$ cat config.mk
export PLATFORM = sky130hd
export DESIGN_NAME = clint_timer
export DESIGN_NICKNAME = d
export VERILOG_FILES = /design/src/rtl/clint_timer.sv
export SDC_FILE = /design/constraint.sdc
export NUM_CORES = 1
export LEC_CHECK = 0
export CAP_MARGIN = 15
export CORE_ASPECT_RATIO = 0.9
export CORE_MARGIN = 1.5
export CORE_UTILIZATION = 51
export DETAILED_ROUTE_END_ITERATION = 8
export PLACE_DENSITY_LB_ADDON = 0.12
export SYNTH_ARGS = -nofsm -noshare
export SYNTH_HDL_FRONTEND = slang
export SYNTH_SLANG_ARGS = --single-unit
export TNS_END_PERCENT = 10
$ cat constraint.sdc
create_clock -name clk -period 3.1 [get_ports clk]
set_input_delay 0.62 -clock clk [delete_from_list [all_inputs] [get_ports clk]]
set_output_delay 0.62 -clock clk [all_outputs]
set_load 0.03 [all_outputs]
$ cat src/rtl/clint_timer.sv
// -----------------------------------------------------------------------------
// clint_timer
//
// Core-local interrupt source. Owns the machine timer (mtime), the timer
// compare register (mtimecmp) and the software interrupt bit (msip). These are
// reachable through a single-outstanding request/response bus port. It also
// synchronizes the external interrupt line into the clk domain.
//
// Register window, offsets from BASE_ADDR:
//   +0x0000  msip      (bit 0 only, other bits read as 0)
//   +0x4000  mtimecmp  (64 bits)
//   +0xBFF8  mtime     (64 bits)
// Any other address, including a misaligned one, returns resp_err=1 with
// resp_data=0 and leaves all state unchanged.
//
// Ports:
//   clk, reset            system clock, synchronous active-high reset
//   req_valid/req_ready   request handshake (req_ready=1 only in IDLE)
//   req_write             1 = write, 0 = read
//   req_addr              byte address
//   req_data/req_strobe   write data and byte enables
//   resp_valid/resp_ready response handshake
//   resp_data/resp_err    read data (0 for writes and errors) / access fault
//   ext_irq               asynchronous external interrupt request
//   trint                 mtime >= mtimecmp (unsigned)
//   swint                 msip
//   exint                 ext_irq after a 2-flop synchronizer
//   mtime_o               current mtime, for the CSR time read path
// -----------------------------------------------------------------------------
module clint_timer #(
    parameter logic [63:0] BASE_ADDR = 64'h0000_0000_0200_0000,
    parameter int unsigned TICK_DIV  = 1
) (
    input  logic        clk,
    input  logic        reset,
    input  logic        req_valid,
    output logic        req_ready,
    input  logic        req_write,
    input  logic [63:0] req_addr,
    input  logic [63:0] req_data,
    input  logic [7:0]  req_strobe,
    output logic        resp_valid,
    input  logic        resp_ready,
    output logic [63:0] resp_data,
    output logic        resp_err,
    input  logic        ext_irq,
    output logic        trint,
    output logic        swint,
    output logic        exint,
    output logic [63:0] mtime_o
);

    // Prescaler is at least one bit wide so TICK_DIV=1 still elaborates;
    // in that case it sits at 0 and every cycle is a tick.
    localparam int unsigned     PW        = (TICK_DIV > 1) ? $clog2(TICK_DIV) : 1;
    localparam logic [PW-1:0]   PRESC_MAX = PW'(TICK_DIV - 1);

    localparam logic [63:0] ADDR_MSIP  = BASE_ADDR + 64'h0000;
    localparam logic [63:0] ADDR_CMP   = BASE_ADDR + 64'h4000;
    localparam logic [63:0] ADDR_MTIME = BASE_ADDR + 64'hBFF8;

    typedef enum logic {
        S_IDLE = 1'b0,
        S_RESP = 1'b1
    } state_e;

    state_e         state_q,     state_d;
    logic [63:0]    mtime_q,     mtime_d;
    logic [63:0]    mtimecmp_q,  mtimecmp_d;
    logic           msip_q,      msip_d;
    logic [PW-1:0]  presc_q,     presc_d;
    logic [1:0]     sync_q,      sync_d;
    logic [63:0]    resp_data_q, resp_data_d;
    logic           resp_err_q,  resp_err_d;

    logic           sel_msip;
    logic           sel_cmp;
    logic           sel_mtime;
    logic           accept;
    logic           tick;

    // Replace only the bytes whose strobe bit is set.
    function automatic logic [63:0] byte_merge(
        input logic [63:0] old_v,
        input logic [63:0] new_v,
        input logic [7:0]  strb
    );
        logic [63:0] r;
        r = old_v;
        for (int i = 0; i < 8; i++) begin
            if (strb[i]) r[8*i +: 8] = new_v[8*i +: 8];
        end
        return r;
    endfunction

    // Exact-address decode: the three legal addresses are 8-byte aligned,
    // so any addr[2:0] != 0 naturally falls through to the error path.
    assign sel_msip  = (req_addr == ADDR_MSIP);
    assign sel_cmp   = (req_addr == ADDR_CMP);
    assign sel_mtime = (req_addr == ADDR_MTIME);

    assign accept = (state_q == S_IDLE) && req_valid;
    assign tick   = (presc_q == PRESC_MAX);

    always_comb begin
        // NOTE: every signal written here gets a default first, so no path
        // leaves it unassigned and no latch is inferred.
        state_d     = state_q;
        mtimecmp_d  = mtimecmp_q;
        msip_d      = msip_q;
        resp_data_d = resp_data_q;
        resp_err_d  = resp_err_q;
        sync_d      = {sync_q[0], ext_irq};

        presc_d = tick ? '0 : presc_q + 1'b1;
        mtime_d = tick ? mtime_q + 64'd1 : mtime_q;

        if (accept) begin
            state_d     = S_RESP;
            resp_err_d  = !(sel_msip || sel_cmp || sel_mtime);
            resp_data_d = '0;
            if (!req_write) begin
                // Reads see the pre-edge register value.
                if (sel_msip)  resp_data_d = {63'b0, msip_q};
                if (sel_cmp)   resp_data_d = mtimecmp_q;
                if (sel_mtime) resp_data_d = mtime_q;
            end else begin
                if (sel_msip && req_strobe[0]) msip_d = req_data[0];
                if (sel_cmp) mtimecmp_d = byte_merge(mtimecmp_q, req_data, req_strobe);
                // A bus write overrides a same-edge tick; the prescaler
                // keeps running untouched.
                if (sel_mtime) mtime_d = byte_merge(mtime_q, req_data, req_strobe);
            end
        end else if (state_q == S_RESP && resp_ready) begin
            state_d = S_IDLE;
        end
    end

    // NOTE: sequential state uses non-blocking assignments so every flop
    // samples the pre-edge values computed above.
    always_ff @(posedge clk) begin
        if (reset) begin
            state_q     <= S_IDLE;
            mtime_q     <= '0;
            mtimecmp_q  <= '1;
            msip_q      <= 1'b0;
            presc_q     <= '0;
            sync_q      <= '0;
            resp_data_q <= '0;
            resp_err_q  <= 1'b0;
        end else begin
            state_q     <= state_d;
            mtime_q     <= mtime_d;
            mtimecmp_q  <= mtimecmp_d;
            msip_q      <= msip_d;
            presc_q     <= presc_d;
            sync_q      <= sync_d;
            resp_data_q <= resp_data_d;
            resp_err_q  <= resp_err_d;
        end
    end

    assign req_ready  = (state_q == S_IDLE);
    assign resp_valid = (state_q == S_RESP);
    assign resp_data  = resp_data_q;
    assign resp_err   = resp_err_q;
    assign trint      = (mtime_q >= mtimecmp_q);
    assign swint      = msip_q;
    assign exint      = sync_q[1];
    assign mtime_o    = mtime_q;

endmodule
==> metrics.txt, run 1 <==
outcome finished with violations; failing checks negative setup slack; Max Fanout on Critical Path 3; Overflow after GRT 0; core area 21700 um^2; number of top-level pins 276; Worst Path Arrival roughly 2.7 ns; Max Freq 304 MHz; CTS buffer count 17; Synth Flop Type dfxtp_1; CTS tree built; Synth Instances about 1400; total negative slack -0.185 ns; Crit. End Element output port; Chip Width ~160 um; PwrDens about 330 nW/um^2; Fin. Hold Viols 0; routed vias 12600; hpwl dp 29.3 mm; largest net degree at the start of global routing 86; fillcell total between 1500 and 2000; Reg2Reg Depth 6; area of the multi-input gates just under 7000 um^2; H-tree depth 4; worst path required time about 2.5 ns; wire length per cell 18.9 um; RSZ-0062 raised after global routing yes; # clock sinks just under 200; Critical Path Start Type register; YS warnings 0; drt drc 0; hold depth 2; worst clock skew 0.0167 ns; drt pass-1 iters 6; clk_lat worst skew 0.45 ns; number of I/O port buffers between 200 and 300; site row count between 50 and 60; Layout area overhead 43.1%; area occupied by registers 3980 um^2; antenna violations before repair 1; Synth Register Bits 198; type of the worst setup path register to output port; Placed Instance Area 15300 um^2; reported net switching power 1.38 mW; Max Cap Violations 0; peak supply drop 0.000326 V; first-pass GRT wire length roughly 62 mm; CTS Hold Buffers Added 0; Via density approximately 6; Async SR Flop Fraction 0%; Reg clk slew, reported paths 0.09 ns; Slew Limit Fails 0; clk buf depth 2; Seq pwr share 47.9%; fin crit share 106%; most common cell after layout, fill and taps aside clkdlybuf4s50_1; die area around 23000 um^2; GRT Util Overall between 30% and 40%; Tightest Hold Check Type register to register; GPL Wtd Cong about 0.9; First DRT Iteration DRCs around 1300; Net Sw Frac between 20% and 30%; synthesized cell area 11300 um^2; worst setup margin -0.185 ns; Clk pwr share between 40% and 50%; final setup vio count 1; internal cell power 3.95 mW; Initial Util approximately 52%; Post-synth EDFFs 0; antenna viol nets, final 0; Final nets ~2000; Slew headroom between 30% and 40%; Worst-Margin Slew approximately 1.0 ns; Mapped Nets roughly 1600; Root Buffer clkbuf_16; Post-Syn Area per Cell approximately 8.0 um^2; vias in the first global route ~12000; die height between 100 and 150 um; Logic pwr share under 10%; register area share after synthesis about a third; Synth cell types approximately 70; share of cells above drive strength 1 between 10% and 20%; Pleak just under 7 nW; Tmin final approximately 3.3 ns; most frequent cells in the layout clkdlybuf4s50_1, dfxtp_1, nand2_1; final instance area ~16000 um^2; final wirelength 39.6 mm
-- final timing paths --
check	startpoint	to	slack, ns
worst max-delay path	mtimecmp_q[15]	trint	-0.19
worst min register to register	resp_data[57]	resp_data[57]	0.44
worst min-delay path	resp_data[57]	resp_data[57]	0.44
worst max register to register	mtime_o[11]	mtime_o[23]	0.26
-- cell families after synthesis --
| group | Yosys count | share of synthesized area [%] |
|---|---|---|
| muxes | 1 | 0.0886 |
| other | 1 | 0.0332 |
| adders and majority gates | 65 | 7.20 |
| and+or+nand+nor | 627 | 29.6 |
| DFF | 198 | 35.1 |
| AOI/OAI and AO/OA | 347 | 21.3 |
| buffers and inverters | 181 | 6.73 |
-- through the flow --
stage / utilization [%] / setup WS, ns / std cells / total power, mW / hold slack, ns
5_1_grt: 74.5 / -0.337 / 2090 / 5.46 / 0.453
2_1_floorplan: - / 0.262 / 1420 / 2.76 / 0.414
4_1_cts: 74.3 / -0.118 / 2088 / 5.31 / 0.439
6_report: 74.5 / -0.185 / 2090 / 5.32 / 0.436
3_5_place_dp: 70.6 / -0.346 / 2050 / 3.05 / 0.428
3_3_place_gp: 70.6 / -0.273 / 2050 / 3.04 / 0.420
-- area by class of cell --
type	instances	share of cell area (%)
antenna	1	0.0155
inverter	100	2.32
multi-input combinational	1041	41.9
timing repair buffer	427	25.2
clock inverter	13	1.01
tap	291	2.25
clock buffer	19	2.74
sequential	198	24.6
-- per-layer routing --
layer,GRT usage (%),up-vias,part of all wire [%]
met1,45.1,5951,43
met2,55.1,592,45
li1,-,6017,-
met5,0,-,0
met3,6.45,80,9.4
met4,12.5,0,2.5
-- cells in the mapped netlist, types with 5 or more instances --
| master | n | area share [%] |
|---|---|---|
| a211oi_1 | 17 | 1.1 |
| a21o_1 | 13 | 0.86 |
| a21oi_1 | 95 | 4.2 |
| a21oi_2 | 6 | 0.47 |
| a22oi_1 | 67 | 4.5 |
| a311oi_1 | 5 | 0.39 |
| a31oi_1 | 39 | 2.2 |
| and2_1 | 9 | 0.50 |
| and3_1 | 7 | 0.39 |
| and4_1 | 12 | 0.93 |
| buf_2 | 27 | 1.2 |
| clkbuf_1 | 46 | 1.5 |
| dfxtp_1 | 198 | 35 |
| ha_1 | 65 | 7.2 |
| inv_1 | 100 | 3.3 |
| nand2_1 | 187 | 6.2 |
| nand3_1 | 54 | 2.4 |
| nand4_1 | 49 | 2.7 |
| nor2_1 | 96 | 3.2 |
| nor2b_1 | 5 | 0.28 |
| nor3_1 | 97 | 4.3 |
| nor4_1 | 33 | 1.8 |
| nor4_2 | 7 | 0.78 |
| nor4_4 | 11 | 2.1 |
| o211a_1 | 5 | 0.44 |
| o211ai_1 | 21 | 1.4 |
| o21ai_0 | 22 | 0.98 |
| o311ai_0 | 11 | 0.85 |
| or3_1 | 21 | 1.2 |
| or4_1 | 16 | 1.1 |
-- state kept, by name, summed over array words and instances, names as in the netlist --
register and cells:
resp_valid 1, resp_err 1, resp_data 64, sync_q 2
swint 1, mtime_o 64, mtimecmp_q 64, presc_q 1
-- power groups by stage --
stage | logic [mW] | registers [mW] | clock network (mW)
6_report | 0.451 | 2.55 | 2.32
5_1_grt | 0.478 | 2.55 | 2.43
4_1_cts | 0.443 | 2.55 | 2.32
3_5_place_dp | 0.436 | 2.61 | 0
3_3_place_gp | 0.431 | 2.61 | 0
2_1_floorplan | 0.133 | 2.62 | 0
-- worst max-delay path: stages, from the launching register on --
cell      delay (ns)
dfxtp_1         0.37
inv_1           0.05
ha_1            0.31
nand2_1         0.06
o21ai_1         0.24
a41oi_1         0.12
or3_1           0.38
o21ba_4         0.24
o211ai_1        0.24
buf_4           0.21
-- what timing repair did --
action / CTS / global route
setup buffers: 7 / 1
resized for setup: 30 / 8
pin swaps: 16 / 6
gates cloned: 0 / 0
setup endpoints to repair: 1 / 7
No activity file was read; power rests on OpenSTA's default activity.
==> inputs of run 2 (changes only) <==
--- a/config.mk
+++ b/config.mk
@@ -11,6 +11,7 @@
 export CORE_UTILIZATION = 51
 export DETAILED_ROUTE_END_ITERATION = 8
 export PLACE_DENSITY_LB_ADDON = 0.12
+export SLEW_MARGIN = 20
 export SYNTH_ARGS = -nofsm -noshare
 export SYNTH_HDL_FRONTEND = slang
 export SYNTH_SLANG_ARGS = --single-unit
==> results of run 2 <==
No change in the layout: final DEF, timing and power equal those of run 1.
